===== src/rtl/pla_stim_pkg.sv =====
// pla_stim_pkg: shared types and constants for the PLA stimulus/response harness.
//   - state_t      : run controller states (IDLE, DRIVE, DONE)
//   - DEF_SEED     : default LFSR reset/fallback seed
//   - DEF_LTAPS    : default Galois LFSR tap mask (x^10+x^7+1)
//   - DEF_MTAPS    : default MISR tap mask (x^8+x^4+x^3+x^2+1)
//   - popcount()   : number of set bits in a 32-bit word
package pla_stim_pkg;

  typedef enum logic [1:0] {
    IDLE  = 2'd0,
    DRIVE = 2'd1,
    DONE  = 2'd2
  } state_t;

  localparam logic [9:0] DEF_SEED  = 10'h001;
  localparam logic [9:0] DEF_LTAPS = 10'h240;
  localparam logic [7:0] DEF_MTAPS = 8'h1D;

  // Bit count of a word; callers zero-extend narrower vectors to 32 bits.
  function automatic logic [5:0] popcount(input logic [31:0] v);
    logic [5:0] acc;
    acc = 6'd0;
    for (int i = 0; i < 32; i++) begin
      acc = acc + {5'd0, v[i]};
    end
    return acc;
  endfunction

endpackage


===== src/rtl/pla_misr.sv =====
// pla_misr: multiple-input signature register that compacts the benchmark
// responses into an OUT_W-bit signature.
// Ports:
//   clk       in   clock
//   rst       in   synchronous active-high reset (signature -> 0)
//   clear     in   synchronous clear at the start of a run
//   enable    in   absorb resp this cycle
//   resp      in   OUT_W response word
//   signature out  OUT_W current signature
module pla_misr
  import pla_stim_pkg::*;
#(
  parameter int               OUT_W = 8,
  parameter logic [OUT_W-1:0] MTAPS = DEF_MTAPS
) (
  input  logic             clk,
  input  logic             rst,
  input  logic             clear,
  input  logic             enable,
  input  logic [OUT_W-1:0] resp,
  output logic [OUT_W-1:0] signature
);

  logic [OUT_W-1:0] sig_r;
  logic [OUT_W-1:0] sig_next_s;

  // Shift left, fold the outgoing MSB back through the taps, then mix in resp.
  always_comb begin
    sig_next_s = {sig_r[OUT_W-2:0], 1'b0} ^ resp;
    if (sig_r[OUT_W-1]) begin
      sig_next_s = sig_next_s ^ MTAPS;
    end else begin
      sig_next_s = sig_next_s;
    end
  end

  // Signature register: clear has priority over absorbing a new response.
  always_ff @(posedge clk) begin
    if (rst) begin
      sig_r <= {OUT_W{1'b0}};
    end else if (clear) begin
      sig_r <= {OUT_W{1'b0}};
    end else if (enable) begin
      sig_r <= sig_next_s;
    end
  end

  assign signature = sig_r;

endmodule


===== src/rtl/pla_stim_driver.sv =====
// pla_stim_driver: drives pseudo-random vectors into a combinational PLA
// benchmark, compacts its responses in a MISR and counts input/output bit
// toggles (saturating) as switching-activity figures.
// Ports:
//   clk, rst        clock, synchronous active-high reset
//   start, num_vec  begin a run of num_vec vectors (accepted in IDLE only)
//   hold            stall the run while high
//   seed_load, seed reload the LFSR in IDLE (seed 0 falls back to SEED)
//   resp            benchmark outputs for the vector currently on stim
//   stim            benchmark inputs (zero outside DRIVE)
//   busy, done      run in progress / one-cycle end-of-run pulse
//   signature       MISR result
//   in_toggles      stim bit flips over the run
//   out_toggles     resp bit flips over the run
module pla_stim_driver
  import pla_stim_pkg::*;
#(
  parameter int               IN_W   = 10,
  parameter int               OUT_W  = 8,
  parameter int               NVEC_W = 16,
  parameter int               CNT_W  = 24,
  parameter logic [IN_W-1:0]  SEED   = DEF_SEED,
  parameter logic [IN_W-1:0]  LTAPS  = DEF_LTAPS,
  parameter logic [OUT_W-1:0] MTAPS  = DEF_MTAPS
) (
  input  logic              clk,
  input  logic              rst,
  input  logic              start,
  input  logic [NVEC_W-1:0] num_vec,
  input  logic              hold,
  input  logic              seed_load,
  input  logic [IN_W-1:0]   seed,
  input  logic [OUT_W-1:0]  resp,
  output logic [IN_W-1:0]   stim,
  output logic              busy,
  output logic              done,
  output logic [OUT_W-1:0]  signature,
  output logic [CNT_W-1:0]  in_toggles,
  output logic [CNT_W-1:0]  out_toggles
);

  state_t            state_r;
  state_t            next_state_s;
  logic              busy_r;
  logic              done_r;
  logic [IN_W-1:0]   lfsr_r;
  logic [IN_W-1:0]   lfsr_next_s;
  logic [IN_W-1:0]   seed_val_s;
  logic [NVEC_W-1:0] num_vec_r;
  logic [NVEC_W-1:0] vec_cnt_r;
  logic [IN_W-1:0]   stim_prev_r;
  logic [OUT_W-1:0]  resp_prev_r;
  logic [CNT_W-1:0]  in_tog_r;
  logic [CNT_W-1:0]  out_tog_r;
  logic [IN_W-1:0]   stim_s;
  logic              accept_s;
  logic              seed_ld_s;
  logic              advance_s;
  logic              last_s;

  // Add a small increment, pinning at all-ones instead of wrapping.
  function automatic logic [CNT_W-1:0] sat_add(input logic [CNT_W-1:0] cnt,
                                               input logic [5:0]       inc);
    logic [CNT_W:0] sum;
    sum = {1'b0, cnt} + {{(CNT_W-5){1'b0}}, inc};
    if (sum[CNT_W]) begin
      return {CNT_W{1'b1}};
    end else begin
      return sum[CNT_W-1:0];
    end
  endfunction

  // stim is a plain AND of registers so the benchmark sees glitch-free inputs.
  assign stim_s = lfsr_r & {IN_W{busy_r}};
  assign last_s = (vec_cnt_r == (num_vec_r - NVEC_W'(1)));

  // State register.
  always_ff @(posedge clk) begin
    if (rst) begin
      state_r <= IDLE;
    end else begin
      state_r <= next_state_s;
    end
  end

  // Next-state and per-cycle control strobes; start outranks seed_load.
  always_comb begin
    next_state_s = state_r;
    accept_s     = 1'b0;
    seed_ld_s    = 1'b0;
    advance_s    = 1'b0;
    case (state_r)
      IDLE: begin
        if (start) begin
          accept_s = 1'b1;
          if (num_vec == {NVEC_W{1'b0}}) begin
            next_state_s = DONE;
          end else begin
            next_state_s = DRIVE;
          end
        end else if (seed_load) begin
          seed_ld_s    = 1'b1;
          next_state_s = IDLE;
        end else begin
          next_state_s = IDLE;
        end
      end
      DRIVE: begin
        if (!hold) begin
          advance_s = 1'b1;
          if (last_s) begin
            next_state_s = DONE;
          end else begin
            next_state_s = DRIVE;
          end
        end else begin
          next_state_s = DRIVE;
        end
      end
      DONE: begin
        next_state_s = IDLE;
      end
      default: begin
        next_state_s = IDLE;
      end
    endcase
  end

  // LFSR step and seed selection (a zero seed would lock the LFSR up).
  always_comb begin
    lfsr_next_s = lfsr_r >> 1;
    if (lfsr_r[0]) begin
      lfsr_next_s = lfsr_next_s ^ LTAPS;
    end else begin
      lfsr_next_s = lfsr_next_s;
    end
    if (seed == {IN_W{1'b0}}) begin
      seed_val_s = SEED;
    end else begin
      seed_val_s = seed;
    end
  end

  // busy/done are registered from the next state so they align with stim.
  always_ff @(posedge clk) begin
    if (rst) begin
      busy_r <= 1'b0;
      done_r <= 1'b0;
    end else begin
      busy_r <= (next_state_s == DRIVE);
      done_r <= (next_state_s == DONE);
    end
  end

  // LFSR, vector counter, previous-vector history and toggle counters.
  always_ff @(posedge clk) begin
    if (rst) begin
      lfsr_r      <= SEED;
      num_vec_r   <= {NVEC_W{1'b0}};
      vec_cnt_r   <= {NVEC_W{1'b0}};
      stim_prev_r <= {IN_W{1'b0}};
      resp_prev_r <= {OUT_W{1'b0}};
      in_tog_r    <= {CNT_W{1'b0}};
      out_tog_r   <= {CNT_W{1'b0}};
    end else if (accept_s) begin
      num_vec_r   <= num_vec;
      vec_cnt_r   <= {NVEC_W{1'b0}};
      stim_prev_r <= {IN_W{1'b0}};
      resp_prev_r <= {OUT_W{1'b0}};
      in_tog_r    <= {CNT_W{1'b0}};
      out_tog_r   <= {CNT_W{1'b0}};
    end else if (seed_ld_s) begin
      lfsr_r <= seed_val_s;
    end else if (advance_s) begin
      lfsr_r      <= lfsr_next_s;
      vec_cnt_r   <= vec_cnt_r + NVEC_W'(1);
      stim_prev_r <= stim_s;
      resp_prev_r <= resp;
      in_tog_r    <= sat_add(in_tog_r, popcount(32'(stim_s ^ stim_prev_r)));
      out_tog_r   <= sat_add(out_tog_r, popcount(32'(resp ^ resp_prev_r)));
    end
  end

  pla_misr #(
    .OUT_W (OUT_W),
    .MTAPS (MTAPS)
  ) u_misr (
    .clk       (clk),
    .rst       (rst),
    .clear     (accept_s),
    .enable    (advance_s),
    .resp      (resp),
    .signature (signature)
  );

  assign stim        = stim_s;
  assign busy        = busy_r;
  assign done        = done_r;
  assign in_toggles  = in_tog_r;
  assign out_toggles = out_tog_r;

endmodule


===== config.mk =====
export PLATFORM = sky130hd
export DESIGN_NAME = pla_stim_driver
export DESIGN_NICKNAME = d
export VERILOG_FILES = /design/src/rtl/pla_stim_pkg.sv /design/src/rtl/pla_misr.sv /design/src/rtl/pla_stim_driver.sv
export SDC_FILE = /design/constraint.sdc
export NUM_CORES = 1
export LEC_CHECK = 0
export CAP_MARGIN = 0
export CORE_MARGIN = 5
export CORE_UTILIZATION = 41
export DETAILED_ROUTE_END_ITERATION = 8
export PLACE_DENSITY = 0.76
export SLEW_MARGIN = 30
export SYNTH_ARGS = -nofsm -noshare
export SYNTH_HDL_FRONTEND = slang
export SYNTH_SLANG_ARGS = --single-unit

===== constraint.sdc =====
create_clock -name clk -period 10.4 [get_ports clk]
set_input_delay 1.56 -clock clk [delete_from_list [all_inputs] [get_ports clk]]
set_output_delay 1.56 -clock clk [all_outputs]
set_load 0.005 [all_outputs]

==> insert_results.sql <==
INSERT INTO impl_metrics (metric_group, metric, value, unit) VALUES
('route', 'remaining_drc_errors', '0', ''),
('synth', 'synth_area_per_cell', '8.47', 'sq um'),
('pwr', 'combinationalPowerShare', '0.134', ''),
('min_path', 'worst_hold_check_path_type', 'flop to flop', ''),
('global_routing', 'grt.total_usage', '0.170', ''),
('clocking', 'cts_buffer_depth', '2', ''),
('sta', 'layout_min_cycle_time', '6.01', 'ns'),
('floorplanning', 'die_h', '134', 'um'),
('pwr', 'post-layout-total-power', '0.00138', 'W'),
('place', 'place_congestion', '0.786', ''),
('sta', 'rsz_0062_raised_after_global_routing', 'no', ''),
('final_layout', 'layout-area-overhead-vs-synth', '30.1', '%'),
('global_routing', 'grt_total_ovfl', '0', ''),
('worst_setup_path', 'timing.critical_path.required', '10.75', 'ns'),
('sta', 'max_freq', '166', 'MHz'),
('synth', 'async_flop_share', '0', ''),
('sta', 'report.final.setup_viol', '0', ''),
('synth', 'postSynthRegisterBits', '120', ''),
('synth', 'synth.net_count', '808', ''),
('pwr', 'seq_power_share', '0.356', ''),
('pwr', 'power.leakage', '3.00', 'nW'),
('final_layout', 'post_route_cells_drive_above_1_share', '0.0598', ''),
('status', 'run_status', 'finished clean', ''),
('floorplanning', 'die_w', '134', 'um'),
('clocking', 'insertion_delay_of_the_later_clocked_pin_in_the_worst_skew_pair', '0.43', 'ns'),
('clocking', 'post_cts_buffers', '0', ''),
('floorplanning', 'floorplan.io_pins', '107', ''),
('clocking', 'tritoncts_clock_tree', 'built', ''),
('clocking', 'tritoncts_num_sinks', '120', ''),
('route', 'detail_route.first_pass.iterations', '5', ''),
('synth', 'synth_warnings', '0', ''),
('route', 'drt-initial-drc-count', '302', ''),
('pwr', 'total_switching_power', '0.000328', 'W'),
('synth', 'synthMuxAreaShare', '0.0177', ''),
('sta', 'timing_hold_violations_final', '0', ''),
('synth', 'synth_compound_area_frac', '0.143', ''),
('global_routing', 'antenna_violations_before_repair', '0', ''),
('clocking', 'cts_buffers', '17', ''),
('pwr', 'p_sw_frac', '0.238', ''),
('synth', 'synth_xor_area_frac', '0.126', ''),
('pwr', 'internal-power', '0.00105', 'W'),
('clocking', 'clk_transition_reported_paths', '0.06', 'ns'),
('floorplanning', 'floorplan.die_area', '18000', 'sq um'),
('worst_setup_path', 'arrival', '6.36', 'ns'),
('route', 'drt.antenna.violating_nets', '0', ''),
('route', 'vias', '5458', ''),
('place', 'number_of_buffers_added_on_ports', '106', ''),
('synth', 'synth_area', '6300', 'sq um'),
('sta', 'slew_headroom', '0.456', ''),
('synth', 'yosys.area.top_type', 'sky130_fd_sc_hd__dfxtp_1', ''),
('final_layout', 'nets', '904', ''),
('worst_setup_path', 'critical_path.max_fanout', '15', ''),
('sta', 'timing.setup.tns', '0', 'ns'),
('synth', 'yosysSeqAreaShare', '0.381', ''),
('clocking', 'h_tree_levels', '4', ''),
('sta', 'clock_skew', '0.0127', 'ns'),
('sta', 'final_critical_path_setup_slack', '4.39', 'ns'),
('route', 'vias_per_cell', '5.24', ''),
('sta', 'report.final.slew_viol_count', '0', ''),
('place', 'detailedPlacementHpwl', '10.4', 'mm'),
('global_routing', 'first_global_vias', '5227', ''),
('synth', 'synthDominantCellAreaShare', '0.381', ''),
('sta', 'worst_pin_slew', '0.816', 'ns'),
('pwr', 'vdd_drop_max', '108', 'uV'),
('global_routing', 'grt_start_max_net_pins', '78', ''),
('route', 'finalWirelength', '14.9', 'mm'),
('clocking', 'cts.repair.resized', '0', ''),
('floorplanning', 'std_cell_rows', '45', ''),
('floorplanning', 'floorplan.initialDensity', '0.416', ''),
('synth', 'synth.lib_cells_used.distinct', '60', ''),
('pwr', 'power.density', '168', 'nW/um^2');
## power groups by stage
stage / clock, W / sequential [W] / combinational [W]
finish: 0.000702 / 0.000490 / 0.000184
floorplan: 0 / 0.000495 / 0.000132
global route: 0.000736 / 0.000492 / 0.000208
global placement: 0 / 0.000499 / 0.000181
detailed placement: 0 / 0.000500 / 0.000184
CTS: 0.000715 / 0.000490 / 0.000187
## cell usage after synthesis (all sizes together), types with 3 or more instances
cell / number
fa: 12
inv: 24
nor2b: 5
xnor2: 48
o21ai: 19
clkbuf: 22
a211oi: 19
mux2i: 10
and4: 6
dfxtp: 120
ha: 13
a21oi: 81
and2: 17
nand4: 11
o311ai: 3
nor3: 10
and3: 14
nand3b: 3
or3: 4
nand3: 30
a31oi: 6
buf: 11
nor3b: 5
xor2: 43
nor4: 13
nand2: 106
nor2: 56
## cell families after synthesis
kind of cell,after synthesis
and+or+nand+nor,290
buffers and inverters,57
adders and majority gates,25
xor gates and xnor gates,91
DFF,120
muxes,11
AOI/OAI and AO/OA,150
## state kept, by name, indices dropped and copies added, names as in the netlist
register,count
busy,1
done,1
vec_cnt_r,16
in_toggles,24
resp_prev_r,8
stim_prev_r,10
state_r,2
out_toggles,24
num_vec_r,16
lfsr_r,10
u_misr.signature,8
## stage by stage
stage | std cells | hold WS (ns) | utilization
floorplan | 744 | 0.448 | -
global placement | 1009 | 0.454 | 0.495
detailed placement | 1009 | 0.458 | 0.495
CTS | 1041 | 0.468 | 0.542
global route | 1041 | 0.491 | 0.542
finish | 1041 | 0.464 | 0.542
## layer usage
| metal | routed length, um | vias to the layer above | track usage |
|---|---|---|---|
| met4 | 177 | 0 | 0.0583 |
| met5 | 0 | - | 0 |
| met1 | 6610 | 2524 | 0.211 |
| li1 | - | 2770 | - |
| met3 | 904 | 16 | 0.0473 |
| met2 | 7170 | 148 | 0.286 |
## critical path: stages
cell and delay (ns):
sky130_fd_sc_hd__clkdlybuf4s50_1 0.53, sky130_fd_sc_hd__xnor2_1 0.16, sky130_fd_sc_hd__fa_1 0.48, sky130_fd_sc_hd__fa_1 0.52, sky130_fd_sc_hd__fa_1 0.51, sky130_fd_sc_hd__fa_1 0.44, sky130_fd_sc_hd__inv_1 0.08, sky130_fd_sc_hd__fa_1 0.20
sky130_fd_sc_hd__a21o_1 0.12, sky130_fd_sc_hd__a21oi_1 0.12, sky130_fd_sc_hd__nor4_2 0.63, sky130_fd_sc_hd__nand2_1 0.51, sky130_fd_sc_hd__and4_1 0.37, sky130_fd_sc_hd__nor3_1 0.12
## layout by cell type (no fill, tap or decap), drive strengths merged, types with 6 or more instances in the layout
cell type,n
a211oi,19
a21oi,81
a31oi,6
and2,17
and3,14
and4,6
bufinv,7
clkbuf,21
clkdlybuf4s50,105
dfxtp,120
fa,12
ha,13
inv,24
mux2i,10
nand2,106
nand3,30
nand4,11
nor2,56
nor3,10
nor4,13
o21ai,19
xnor2,48
xor2,43
## area by class of cell
class,count,area (sq um)
clock inverters,11,243
clock buffers,21,460
flip-flops and latches,120,2400
multi-input cells,567,3680
inverters,24,90.1
fillers,1372,6940
well taps,188,235
repair buffers,110,1090
## final timing paths
kind | slack (ns) | startpoint | to | cells past startpoint
hold reg to reg | 0.46 | resp_prev_r[1] | resp_prev_r[1] | 2
setup reg to reg | 5.30 | busy | in_toggles[15] | 15
hold / removal | 0.46 | resp_prev_r[1] | resp_prev_r[1] | 2
setup / recovery | 4.39 | resp[0] | out_toggles[21] | 14
(Power assumes the default switching activity.)
